`config.mk`:
```
export PLATFORM = sky130hd
export DESIGN_NAME = mem_access_arbiter
export DESIGN_NICKNAME = d
export VERILOG_FILES = /design/src/rtl/mem_access_arbiter.sv
export SDC_FILE = /design/constraint.sdc
export NUM_CORES = 1
export LEC_CHECK = 0
export ABC_CLOCK_PERIOD_IN_PS = 3200
export BUFFER_PORTS_ARGS = -buffer_cell sky130_fd_sc_hd__buf_4
export CAP_MARGIN = 20
export CORE_UTILIZATION = 42
export DETAILED_ROUTE_END_ITERATION = 12
export HOLD_SLACK_MARGIN = 0.05
export PLACE_DENSITY_LB_ADDON = 0.2
export SLEW_MARGIN = 10
export SYNTH_ARGS = -nofsm -noshare
export SYNTH_HDL_FRONTEND = slang
export SYNTH_SLANG_ARGS = --single-unit
```
`constraint.sdc`:
```
create_clock -name clk -period 3.2 [get_ports clk]
set_clock_uncertainty 0.15 [all_clocks]
set_input_delay 0 -clock clk [delete_from_list [all_inputs] [get_ports clk]]
set_output_delay 0 -clock clk [all_outputs]
set_load 0.02 [all_outputs]
```
`src/rtl/mem_access_arbiter.sv`:
```
// Two-port round-robin arbiter in front of a single byte-addressed memory.
// Sub-word stores are done as read-modify-write through a merge register.
module mem_access_arbiter #(
  parameter int ADDR_WIDTH = 32,
  parameter int BYTE_SIZE  = 4
) (
  input  logic                    clk,
  input  logic                    rst_n,
  input  logic                    req_0,
  input  logic                    we_0,
  input  logic [1:0]              size_0,
  input  logic [ADDR_WIDTH-1:0]   addr_0,
  input  logic [8*BYTE_SIZE-1:0]  wdata_0,
  input  logic                    req_1,
  input  logic                    we_1,
  input  logic [1:0]              size_1,
  input  logic [ADDR_WIDTH-1:0]   addr_1,
  input  logic [8*BYTE_SIZE-1:0]  wdata_1,
  output logic                    ack_0,
  output logic [8*BYTE_SIZE-1:0]  rdata_0,
  output logic                    ack_1,
  output logic [8*BYTE_SIZE-1:0]  rdata_1,
  output logic                    MemWrite,
  output logic [ADDR_WIDTH-1:0]   ADDR,
  output logic [8*BYTE_SIZE-1:0]  WD,
  input  logic [8*BYTE_SIZE-1:0]  RD,
  output logic                    busy
);

  localparam int DW = 8 * BYTE_SIZE;

  typedef enum logic [1:0] {
    IDLE,
    ACCESS,
    WRITE
  } state_e;

  state_e                state_q, state_d;
  logic                  gnt_q, gnt_d;
  logic                  last_q, last_d;
  logic                  we_q, we_d;
  logic [1:0]            size_q, size_d;
  logic [ADDR_WIDTH-1:0] addr_q, addr_d;
  logic [DW-1:0]         wdata_q, wdata_d;
  logic [DW-1:0]         merge_q, merge_d;
  logic                  ack0_q, ack0_d;
  logic                  ack1_q, ack1_d;
  logic [DW-1:0]         rdata0_q, rdata0_d;
  logic [DW-1:0]         rdata1_q, rdata1_d;
  logic [DW-1:0]         mask;
  logic                  sel;

  always_comb begin
    case (size_q)
      2'b00:   mask = DW'(8'hFF);
      2'b01:   mask = DW'(16'hFFFF);
      default: mask = '1;
    endcase
  end

  // Tie goes to the port not served last; a lone request wins outright.
  assign sel = (req_0 & req_1) ? ~last_q : req_1;

  always_comb begin
    state_d  = state_q;
    gnt_d    = gnt_q;
    last_d   = last_q;
    we_d     = we_q;
    size_d   = size_q;
    addr_d   = addr_q;
    wdata_d  = wdata_q;
    merge_d  = merge_q;
    ack0_d   = 1'b0;
    ack1_d   = 1'b0;
    rdata0_d = rdata0_q;
    rdata1_d = rdata1_q;
    MemWrite = 1'b0;
    WD       = '0;
    unique case (state_q)
      IDLE: begin
        if (req_0 | req_1) begin
          gnt_d   = sel;
          last_d  = sel;
          we_d    = sel ? we_1 : we_0;
          size_d  = sel ? size_1 : size_0;
          addr_d  = sel ? addr_1 : addr_0;
          wdata_d = sel ? wdata_1 : wdata_0;
          state_d = ACCESS;
        end
      end
      ACCESS: begin
        if (!we_q) begin
          if (gnt_q) rdata1_d = RD & mask;
          else       rdata0_d = RD & mask;
          ack0_d  = ~gnt_q;
          ack1_d  = gnt_q;
          state_d = IDLE;
        end else if (size_q[1]) begin
          MemWrite = 1'b1;
          WD       = wdata_q;
          ack0_d   = ~gnt_q;
          ack1_d   = gnt_q;
          state_d  = IDLE;
        end else begin
          merge_d = (RD & ~mask) | (wdata_q & mask);
          state_d = WRITE;
        end
      end
      WRITE: begin
        MemWrite = 1'b1;
        WD       = merge_q;
        ack0_d   = ~gnt_q;
        ack1_d   = gnt_q;
        state_d  = IDLE;
      end
      default: state_d = IDLE;
    endcase
  end

  always_ff @(posedge clk or negedge rst_n) begin
    if (!rst_n) begin
      state_q  <= IDLE;
      gnt_q    <= 1'b0;
      last_q   <= 1'b1;
      we_q     <= 1'b0;
      size_q   <= '0;
      addr_q   <= '0;
      wdata_q  <= '0;
      merge_q  <= '0;
      ack0_q   <= 1'b0;
      ack1_q   <= 1'b0;
      rdata0_q <= '0;
      rdata1_q <= '0;
    end else begin
      state_q  <= state_d;
      gnt_q    <= gnt_d;
      last_q   <= last_d;
      we_q     <= we_d;
      size_q   <= size_d;
      addr_q   <= addr_d;
      wdata_q  <= wdata_d;
      merge_q  <= merge_d;
      ack0_q   <= ack0_d;
      ack1_q   <= ack1_d;
      rdata0_q <= rdata0_d;
      rdata1_q <= rdata1_d;
    end
  end

  assign ADDR    = (state_q == IDLE) ? '0 : addr_q;
  assign busy    = (state_q != IDLE);
  assign ack_0   = ack0_q;
  assign ack_1   = ack1_q;
  assign rdata_0 = rdata0_q;
  assign rdata_1 = rdata1_q;

endmodule

```
[Yosys cells after proc, flatten, opt, wreduce, memory -nomap -nowiden]
Cells that the tools add are included.
Storage, ports and cells
  register bits after elaboration: 169
  input bits: 170
  output and inout port bits: 132
  logic and storage cells: 57
Cells by class
  eq/ne operators: 4
  mux-type cells: 23
  bitwise gates (word level): 11
  reduce and logical (&&, ||, !) cells: 7
Operators with widths (number)
  32-bit two-way mux: 5
  32-bit one-hot mux with 2 select lines: 2
  32-bit bitwise AND: 3
  32-bit NOT: 1
  32-bit OR: 1
  3-bit AND reduction: 3
  1-bit two-way mux: 8
  2-bit two-way mux: 4
  1-bit one-hot mux with 2 select lines: 3
  2-bit by 1-bit equality test with 1-bit output, second input constant: 2
  2-bit logical NOT: 2
  1-bit NOT: 4
  2-bit one-hot mux with 2 select lines: 1
  2-bit equality test, second input constant: 1
  2-bit != test, second input constant: 1
  2-bit AND reduction: 1
  2-bit nonzero test: 1
  1-bit bitwise AND: 1
  1-bit OR: 1

[Depth between registers and ports, before layout]
Gate-level depths: netlist (run 1).
  depth in word-level cells: 5
  gate-level depth with buffers: 8
  mapped depth without buffers: 5

[Least setup slack after synthesis (run 1)]
Ideal clock, no wire load.
  kind: reg-to-reg
  from: reg state_q[1]
  to: reg rdata0_q[0] (netlist: rdata_0[0])
  setup time: 0.125 ns
  data arrival time: 1.473 ns
  data required time: 2.925 ns
  slack: 1.452 ns
  stages on the path, launching flop included: 6
  clock period less this slack: 1.748 ns
  cells stage by stage: dfrtp_1 -> inv_1 -> ha_1 -> or3b_1 -> buf_4 -> mux2_4
On the way
  cells in the longest elaborated chain, start to end: 2
RTL lines
  from (decl): RTL line 38  | state_e state_q, state_d;
  from (signal assigned): RTL line 135  | state_q <= state_d;
  2-bit by 1-bit equality test with 1-bit output: RTL line 79  | unique case (state_q)
  3-bit AND reduction (no line)
  to (signal assigned): RTL line 145  | rdata0_q <= rdata0_d;
  to (decl): RTL line 48  | logic [DW-1:0] rdata0_q, rdata0_d;
Every way passes these cells.
A chain may end at the register's enable or synchronous reset.

[Worst setup path in the final report (run 1)]
  from: reg state_q[0]
  to: reg wdata_q[16]
On the way
  cells in the longest elaborated chain, start to end: 2
RTL lines
  2-bit logical NOT: RTL line 79
  2-bit AND reduction (no line)
  to (signal assigned): RTL line 141  | wdata_q <= wdata_d;
  to (decl): RTL line 44  | logic [DW-1:0] wdata_q, wdata_d;
Every way passes these cells.

==> impl_metrics.ini, run 1 <==
[timing]
hold_violations = 0
period_minus_slack_ns = 2.76
tightestPinTransition_ns = 0.797
period_share_pct = 86.2
fin_ws_ns = 0.443
drv_slew = 0
setup_viol = 0
clock.fmax_ghz = 0.363
max_slew_margin_pct = 46.8
setup-tns-final_ns = 0
rsz0062_at_grt = no

[floorplan]
fp.dieH_um = 137
die_w_um = 137
start_util_pct = 42.9
pin_count = 302
num_rows = 49
die-area_um2 = 18900
fp.coreArea_um2 = 18000

[placed_design]
placed_cells = 1295
dp_hpwl_mm = 15.9
io_buffers = 301
gp_congestion = 0.822
dp_slack_ns = 0.911

[yosys]
synth_area_per_cell_um2 = 9.51
syn_nets = 983
synth_cells = 810
synthesis.area_um2 = 7700
yosysWarnings = 0
synth-async-reset-ratio_pct = 100
yosysUniqueCellTypes = 29
synth_ff_type = dfrtp_1
seq_area_frac_synth_pct = 54.9
ys_ff_latch = 169
synth-edff-count = 0

[critical_path]
r2r-start = state_q[0]
end_kind = flip-flop
worstPathRequired_ns = 3.40
r2r_cells = 8
arrival_ns = 2.96
path_max_fanout = 37
worstSetupPathType = reg -> reg
r2r-end = wdata_q[16]
rrSetupSlack_ns = 0.44
cp-start-kind = flip-flop

[clock_tree]
path_clk_slew_ns = 0.08
cts_root_buf = clkbuf_16
cts_buffer_depth = 2
cts.repair.resized = 0
h-tree-depth = 4
cts.sinks = 169
cts_tree = built
cts_buffers = 17
clock_latency_ns = 0.42

[global_routing]
grt_pass1_wl_mm = 39.2
grt-ovfl-total = 0
grt_max_degree = 59
grt_antenna_before_repair = 0
grt_usage_pct = 27.0
grt_pass1_vias = 7819

[finish]
regArea_um2 = 4230
n_antenna_cell = 0
final_core_util_pct = 69.3
final_layout_size_suffix_gt1_share_pct = 31.5
fillers = 1366
most-common-layout-cells = buf_4, dlygate4sd3_1, dfrtp_1, nand2_1, a21oi_1
multi_input_area_um2 = 3160
final_common_cell = buf_4
layout.nets = 1430
fin_cells = 1499
syn2layout_area_growth_pct = 61.6

[min_path]
min_from = RD[6]
holdPathEnd = rdata_0[6]
min_path_type = in -> reg
worstHoldPathCells = 3

[drt]
routed_via_density = 5.08
drt-wirelength-per-cell_um = 16.8
via_count = 7614
route.antenna.remaining_nets = 0
finalWirelength_mm = 25.1
drtIter0Drc = 389
route.detailed.drc = 0
first_pass_iters = 4

[run_status]
status = completed

[job]
cap_violations = 0

[power]
ir_drop_v = 0.000564
power.leakage_nw = 5.88
power_density_nw_per_um2 = 1010
[where the power goes]
part           switching (W)  internal [W]  total (W)
combinational        0.00352       0.00327    0.00679
clock               0.000972       0.00104    0.00201
sequential          0.000615       0.00320    0.00381
total                0.00511       0.00751     0.0126
[what timing repair did]
item / CTS / global route
setup buffers: 0 / 0
hold buffers: 172 / 0
endpoints found under the setup margin: 0 / 0
endpoints found under the hold margin: 327 / 0
[per-stage QoR]
stage / cell area (um2) / hold WS, ns / total power (W)
2_1_floorplan: 7700 / -0.446 / 0.00738
3_3_place_gp: 10100 / -0.134 / 0.00951
3_5_place_dp: 10100 / -0.139 / 0.00962
4_1_cts: 12400 / 0.189 / 0.0126
5_1_grt: 12400 / 0.209 / 0.0135
6_report: 12400 / 0.203 / 0.0126
[worst max path at each step]
stage	slack, ns	start	endpoint	cells past startpoint
after detailed placement	0.91	state_q[1]	rdata_0[18]	6
final	0.44	state_q[0]	wdata_q[16]	8
after global placement	0.98	state_q[1]	rdata_0[11]	6
after floorplan	1.45	state_q[1]	rdata_0[0]	5
after global routing	0.27	state_q[0]	we_q	8
after CTS	0.51	state_q[0]	addr_q[27]	8
[registers in the layout (all words and copies together), names as in the netlist, 2 cells and up]
signal   flops
wdata_q     32
addr_q      32
state_q      2
merge_q     32
size_q       2
rdata_1     32
rdata_0     32
[cell usage after synthesis, types with 9 or more instances]
cell type	n	area, um2
o21ai_0	32	160
a22oi_1	32	240
buf_2	27	135
clkbuf_1	29	109
mux2i_1	9	90.1
o21ai_1	26	130
dfrtp_1	168	4200
nor2_1	69	259
nor2b_1	64	400
mux2_2	32	360
a21oi_1	137	686
nand2_1	149	559
[cell type report]
cell class              instances  area share [%]
repair buffers                492            33.5
well taps                     229            2.30
clock buffers                  17            3.42
inverters                       3          0.0905
clock inverters                15            1.24
flip-flops and latches        169            34.0
multi-input cells             574            25.4
[critical path, cell delays in order (launching register included)]
cell,delay (ns)
dfrtp_1,0.39
inv_1,0.11
ha_1,0.24
buf_4,0.40
o21a_2,0.22
buf_4,0.36
nor2_1,0.09
a21oi_1,0.15
dlygate4sd3_1,0.57
[logic make-up (layout without fill, tap and decap cells)]
family          Yosys count  in the layout  synth area share, %
buf+inv                  67            527                 4.24
flops                   169            169                 54.9
compound gates          232            232                 16.3
mux                      49             49                 7.41
simple gates            290            290                 16.6
fa+ha+maj                 3              3                0.487
[layer usage]
layer / global-route usage [%] / part of all wire [%] / up-vias
met5: 0 / 0 / -
met4: 6.47 / 0.92 / 0
met3: 6.59 / 7.6 / 21
met2: 44.6 / 49 / 288
met1: 35.4 / 43 / 3680
li1: - / - / 3625
(Power assumes the default switching activity.)
==> run 2, diff against run 1 <==
--- a/config.mk
+++ b/config.mk
@@ -8,7 +8,9 @@
 export ABC_CLOCK_PERIOD_IN_PS = 3200
 export BUFFER_PORTS_ARGS = -buffer_cell sky130_fd_sc_hd__buf_4
 export CAP_MARGIN = 20
-export CORE_UTILIZATION = 42
+export CELL_PAD_IN_SITES_DETAIL_PLACEMENT = 1
+export CELL_PAD_IN_SITES_GLOBAL_PLACEMENT = 2
+export CORE_UTILIZATION = 30
 export DETAILED_ROUTE_END_ITERATION = 12
 export HOLD_SLACK_MARGIN = 0.05
 export PLACE_DENSITY_LB_ADDON = 0.2
==> constraint.sdc (replaced) <==
create_clock -name clk -period 3.2 [get_ports clk]
set_clock_uncertainty 0.15 [all_clocks]
set_input_delay 0.64 -clock clk [delete_from_list [all_inputs] [get_ports clk]]
set_output_delay 0.64 -clock clk [all_outputs]
set_load 0.02 [all_outputs]
==> impl_metrics.ini, run 2 (synthesis gave the netlist of run 1 again) <==
[critical_path]
crit_chain = inv_1 > ha_1 > and3_4 > buf_4 > a22oi_1 > nor2b_1 > buf_4
crit_path_start = state_q[1]
critPathMaxStageDelay_ns = 0.38
crit_top_cell = buf_4
crit_family = simple AND/OR/NAND/NOR gates
critical_path_buf_inv_count = 3
end_kind = output pin
worstSetupPathType = reg -> out
path_max_fanout = 17
critPathSlowestCell = dfrtp_1
arrival_ns = 2.14
worstPathRequired_ns = 2.41
r2r-start = state_q[1]
cp-start-kind = flip-flop

[placed_design]
placed_cell_area_um2 = 10300
io_buffers = 301
placed_cells = 1401
dp_hpwl_mm = 18.6
dp_slack_ns = 0.556
gp_congestion = 0.763

[global_routing]
grt_antenna_before_repair = 0
grt_pass1_vias = 7326
grt-ovfl-total = 0
grt_pass1_wl_mm = 41.4
grt_max_degree = 63
grt_usage_pct = 20.4

[drt]
drtIter0Drc = 335
route.detailed.drc = 0
first_pass_iters = 4
route.antenna.remaining_nets = 0
drt-wirelength-per-cell_um = 18.2
routed_via_density = 4.75
via_count = 6810
finalWirelength_mm = 26.2

[timing]
setup-tns-final_ns = 0
tightestPinTransition_ns = 0.804
timing.hold.ws_ns = 0.298
period_minus_slack_ns = 2.93
clock.fmax_ghz = 0.342
max_slew_margin_pct = 46.4
rsz0062_at_grt = no
fin_ws_ns = 0.274
drv_slew = 0
hold_violations = 0
period_share_pct = 91.5
setup_viol = 0

[clock_tree]
cts_tree = built
cts.sinks = 169
cts_root_buf = clkbuf_16
clock_latency_ns = 0.42
cts_buffer_depth = 2
h-tree-depth = 4
cts_setup_buffers = 0
path_clk_slew_ns = 0.08
cts_buffers = 17

[power]
p_switching_w = 0.00501
p_int_w = 0.00679
power.leakage_nw = 5.24
combPwrFrac_pct = 49.8
ir_drop_v = 0.000415
seq_power_share_pct = 32.5
power_density_nw_per_um2 = 1080
switching_share_pct = 42.5
pwr-share-clk_pct = 17.8

[job]
cap_violations = 0

[finish]
layout.nets = 1264
n_antenna_cell = 0
most-common-layout-cells = buf_4, dfrtp_1, nand2_1, a21oi_1, nor2_1
final_layout_size_suffix_gt1_share_pct = 36.7
fillers = 2907
fin_cells = 1434
syn2layout_area_growth_pct = 41.9
post-route-cell-area_um2 = 10900
final_common_cell = buf_4

[floorplan]
pin_count = 302
die_w_um = 162
fp.coreArea_um2 = 25200
start_util_pct = 30.6
die-area_um2 = 26300
fp.dieH_um = 162
num_rows = 58

[min_path]
min_path_type = in -> reg
min_from = addr_0[13]

[run_status]
status = completed
## run 2: changes by cell type in the layout (fill, tap and decap cells not counted)
cell	previous run	this run
dlygate4sd3_1	171	1
buf_4	317	321
clkinv_8	2	6
clkinv_4	4	1
and3_1	1	0
and3_4	0	1
buf_12	2	3
buf_16	1	0
clkbuf_8	0	1
clkinvlp_4	2	1
inv_6	3	2
## run 2: tightest hold or removal path: cells and delay by family
family	cells	cell delay (ns)
buf+inv	1	0.11
compound gates	1	0.05
simple gates	1	0.05
## run 2: path summary, 6_finish.rpt
path                               end  slack, ns  depth (start not counted)
setup / recovery                WD[22]       0.27                          7
hold / removal              addr_q[13]       0.30                          3
setup reg to reg           rdata_0[31]       0.86                          6
hold reg to reg            rdata_1[21]       0.33                          2
max in group asynchronous       last_q       1.50                          3
min in group asynchronous  rdata_1[11]       0.61                          2
## run 2: metal layers
layer	GRT usage [%]	vias up	share of wire [%]
li1	-	3284	-
met1	27.0	3296	45
met2	32.5	208	47
met3	5.77	22	6.9
met4	5.66	0	1.5
met5	0	-	0
## run 2: what timing repair did
| action | 4_1_cts | 5_1_grt |
|---|---|---|
| setup endpoints to repair | 0 | 6 |
| resized for setup | 0 | 1 |
| hold buffers | 1 | 0 |
| endpoints found under the hold margin | 9 | 0 |
## run 2: power groups by stage
stage | combinational (W) | sequential, W | clock, W
floorplan | 0.00325 | 0.00414 | 0
CTS | 0.00600 | 0.00385 | 0.00218
finish | 0.00587 | 0.00383 | 0.00210
global placement | 0.00589 | 0.00386 | 0
global route | 0.00649 | 0.00397 | 0.00226
detailed placement | 0.00597 | 0.00389 | 0
## run 2: area by class of cell
cell class / count / area (um2) / share of cell area (%)
Inverter: 3 / 11.3 / 0.103
Multi-Input combinational cell: 574 / 3170 / 29.0
Sequential cell: 169 / 4230 / 38.7
Tap cell: 330 / 413 / 3.78
Clock inverter: 14 / 176 / 1.61
Clock buffer: 18 / 439 / 4.02
Timing Repair Buffer: 326 / 2490 / 22.8
## run 2: stage by stage
step,total power (W),util [%]
floorplan,0.00738,-
global placement,0.00975,40.9
detailed placement,0.00987,40.9
CTS,0.0120,43.4
global route,0.0127,43.4
finish,0.0118,43.4
==> run 3, diff against run 2 <==
--- a/config.mk
+++ b/config.mk
@@ -5,12 +5,12 @@
 export SDC_FILE = /design/constraint.sdc
 export NUM_CORES = 1
 export LEC_CHECK = 0
-export ABC_CLOCK_PERIOD_IN_PS = 3200
+export ABC_CLOCK_PERIOD_IN_PS = 2400
 export BUFFER_PORTS_ARGS = -buffer_cell sky130_fd_sc_hd__buf_4
 export CAP_MARGIN = 20
 export CELL_PAD_IN_SITES_DETAIL_PLACEMENT = 1
 export CELL_PAD_IN_SITES_GLOBAL_PLACEMENT = 2
-export CORE_UTILIZATION = 30
+export CORE_UTILIZATION = 26
 export DETAILED_ROUTE_END_ITERATION = 12
 export HOLD_SLACK_MARGIN = 0.05
 export PLACE_DENSITY_LB_ADDON = 0.2
==> constraint.sdc (replaced) <==
create_clock -name clk -period 2.4 [get_ports clk]
set_clock_uncertainty 0.15 [all_clocks]
set_input_delay 0.48 -clock clk [delete_from_list [all_inputs] [get_ports clk]]
set_output_delay 0.48 -clock clk [all_outputs]
set_load 0.02 [all_outputs]
==> impl_metrics.ini, run 3 (synthesis gave the netlist of run 1 again) <==
[critical_path]
path_max_fanout = 5
critPathSlowestCell = dfrtp_1
crit_family = buffers and inverters
critPathMaxStageDelay_ns = 0.39
critical_path_buf_inv_count = 4
r2r-end = rdata_0[3]
cp-start-kind = flip-flop
endpoint = WD[26]
arrival_ns = 1.88
worstPathRequired_ns = 1.77
end_kind = output pin
crit_chain = inv_2 > ha_4 > and3_4 > buf_12 > buf_8 > a22oi_2 > nor2b_1 > buf_4
worstSetupPathType = reg -> out
r2r_cells = 7
r2r-start = state_q[1]
cp_num_cells = 8
crit_path_start = state_q[1]
rrSetupSlack_ns = 0.27

[power]
p_int_w = 0.00955
combPwrFrac_pct = 51.6
ir_drop_v = 0.000522
seq_power_share_pct = 31.4
p_switching_w = 0.00709
pwr-share-clk_pct = 17.0
power.leakage_nw = 5.39
switching_share_pct = 42.6
power_density_nw_per_um2 = 1460

[drt]
routed_via_density = 4.62
route.antenna.remaining_nets = 0
route.detailed.drc = 0
drt-wirelength-per-cell_um = 18.8
finalWirelength_mm = 28.3
drtIter0Drc = 258
via_count = 6952
first_pass_iters = 4

[placed_design]
placed_cell_area_um2 = 10500
gp_congestion = 0.756
io_buffers = 301
dp_hpwl_mm = 19.6

[clock_tree]
cts.sinks = 169
clock_latency_ns = 0.43
cts_tree = built
cts_buffers = 17
path_clk_slew_ns = 0.08
h-tree-depth = 4
cts_root_buf = clkbuf_16
cts_buffer_depth = 2

[timing]
max_slew_margin_pct = 57.4
period_share_pct = 104
rsz0062_at_grt = yes
setup-tns-final_ns = -1.73
drv_slew = 0
clock.fmax_ghz = 0.399
hold_violations = 0
timing.hold.ws_ns = 0.128
setup_viol = 32
fin_ws_ns = -0.106
period_minus_slack_ns = 2.51
tightestPinTransition_ns = 0.637

[finish]
final_layout_size_suffix_gt1_share_pct = 40.3
final_common_cell = buf_4
most-common-layout-cells = buf_4, dfrtp_1, nand2_1, a21oi_1, nor2_1
n_antenna_cell = 0
syn2layout_area_growth_pct = 48.1
layout.nets = 1280
post-route-cell-area_um2 = 11400

[floorplan]
pin_count = 302
die_w_um = 174
die-area_um2 = 30300
start_util_pct = 26.6
fp.coreArea_um2 = 28900
num_rows = 62
fp.dieH_um = 174

[run_status]
status = finished with violations
violations = setup timing

[min_path]
min_path_type = in -> reg

[global_routing]
grt_antenna_before_repair = 0
grt_max_degree = 57
grt_pass1_vias = 7521
grt_usage_pct = 18.8
grt_pass1_wl_mm = 44.1
grt-ovfl-total = 0

[job]
cap_violations = 0
[run 3: worst min-delay path by stage]
stage	startpoint	endpoint	depth (start not counted)
3_5_place_dp	rst_n	rdata_0[10]	1
4_1_cts	addr_0[3]	addr_q[3]	3
3_3_place_gp	rdata_1[15]	rdata_1[15]	2
5_1_grt	RD[7]	rdata_0[7]	2
2_1_floorplan	rst_n	ack_0	0
6_report	addr_0[3]	addr_q[3]	3
[run 3: layout make-up]
class,instances,area (um2)
flip-flops and latches,169,4230
multi-input cells,574,3300
clock inverters,14,179
repair buffers,342,2770
clock buffers,18,439
well taps,384,480
fillers,3311,17500
inverters,3,11.3
[run 3: repair_timing]
item                                    in CTS  in global routing
pin swaps                                   14                  1
cloned                                       3                  1
gates resized for setup                     35                 11
hold endpoints to repair                    45                  0
endpoints found under the setup margin      65                 49
hold buffers                                 1                  0
setup buffers                                8                  3
[run 3: layer usage]
metal	up-vias	wire (um)	track usage, %
met3	30	1980	6.26
met1	3373	13000	25.1
met4	0	509	5.23
li1	3324	-	-
met2	225	12800	29.1
met5	-	0	0
[run 3: through the flow]
stage	utilization, %	std cells	worst slack, ns	total power [W]
final	39.4	1504	-0.106	0.0166
after global routing	39.4	1504	-0.230	0.0178
after CTS	39.4	1503	-0.154	0.0169
after detailed placement	36.2	1459	0.205	0.0134
after global placement	36.2	1459	0.244	0.0133
after floorplan	-	810	0.205	0.00984
[run 3: tightest hold or removal path, cell delays in order]
cell and delay (ns):
buf_4 0.11, nand2_1 0.04, a21oi_1 0.05
[run 3: power groups by stage]
stage | Combinational, W | Sequential, W | Clock, W
2_1_floorplan | 0.00433 | 0.00552 | 0
3_3_place_gp | 0.00812 | 0.00521 | 0
3_5_place_dp | 0.00819 | 0.00523 | 0
4_1_cts | 0.00869 | 0.00523 | 0.00295
5_1_grt | 0.00939 | 0.00542 | 0.00304
6_report | 0.00859 | 0.00522 | 0.00283
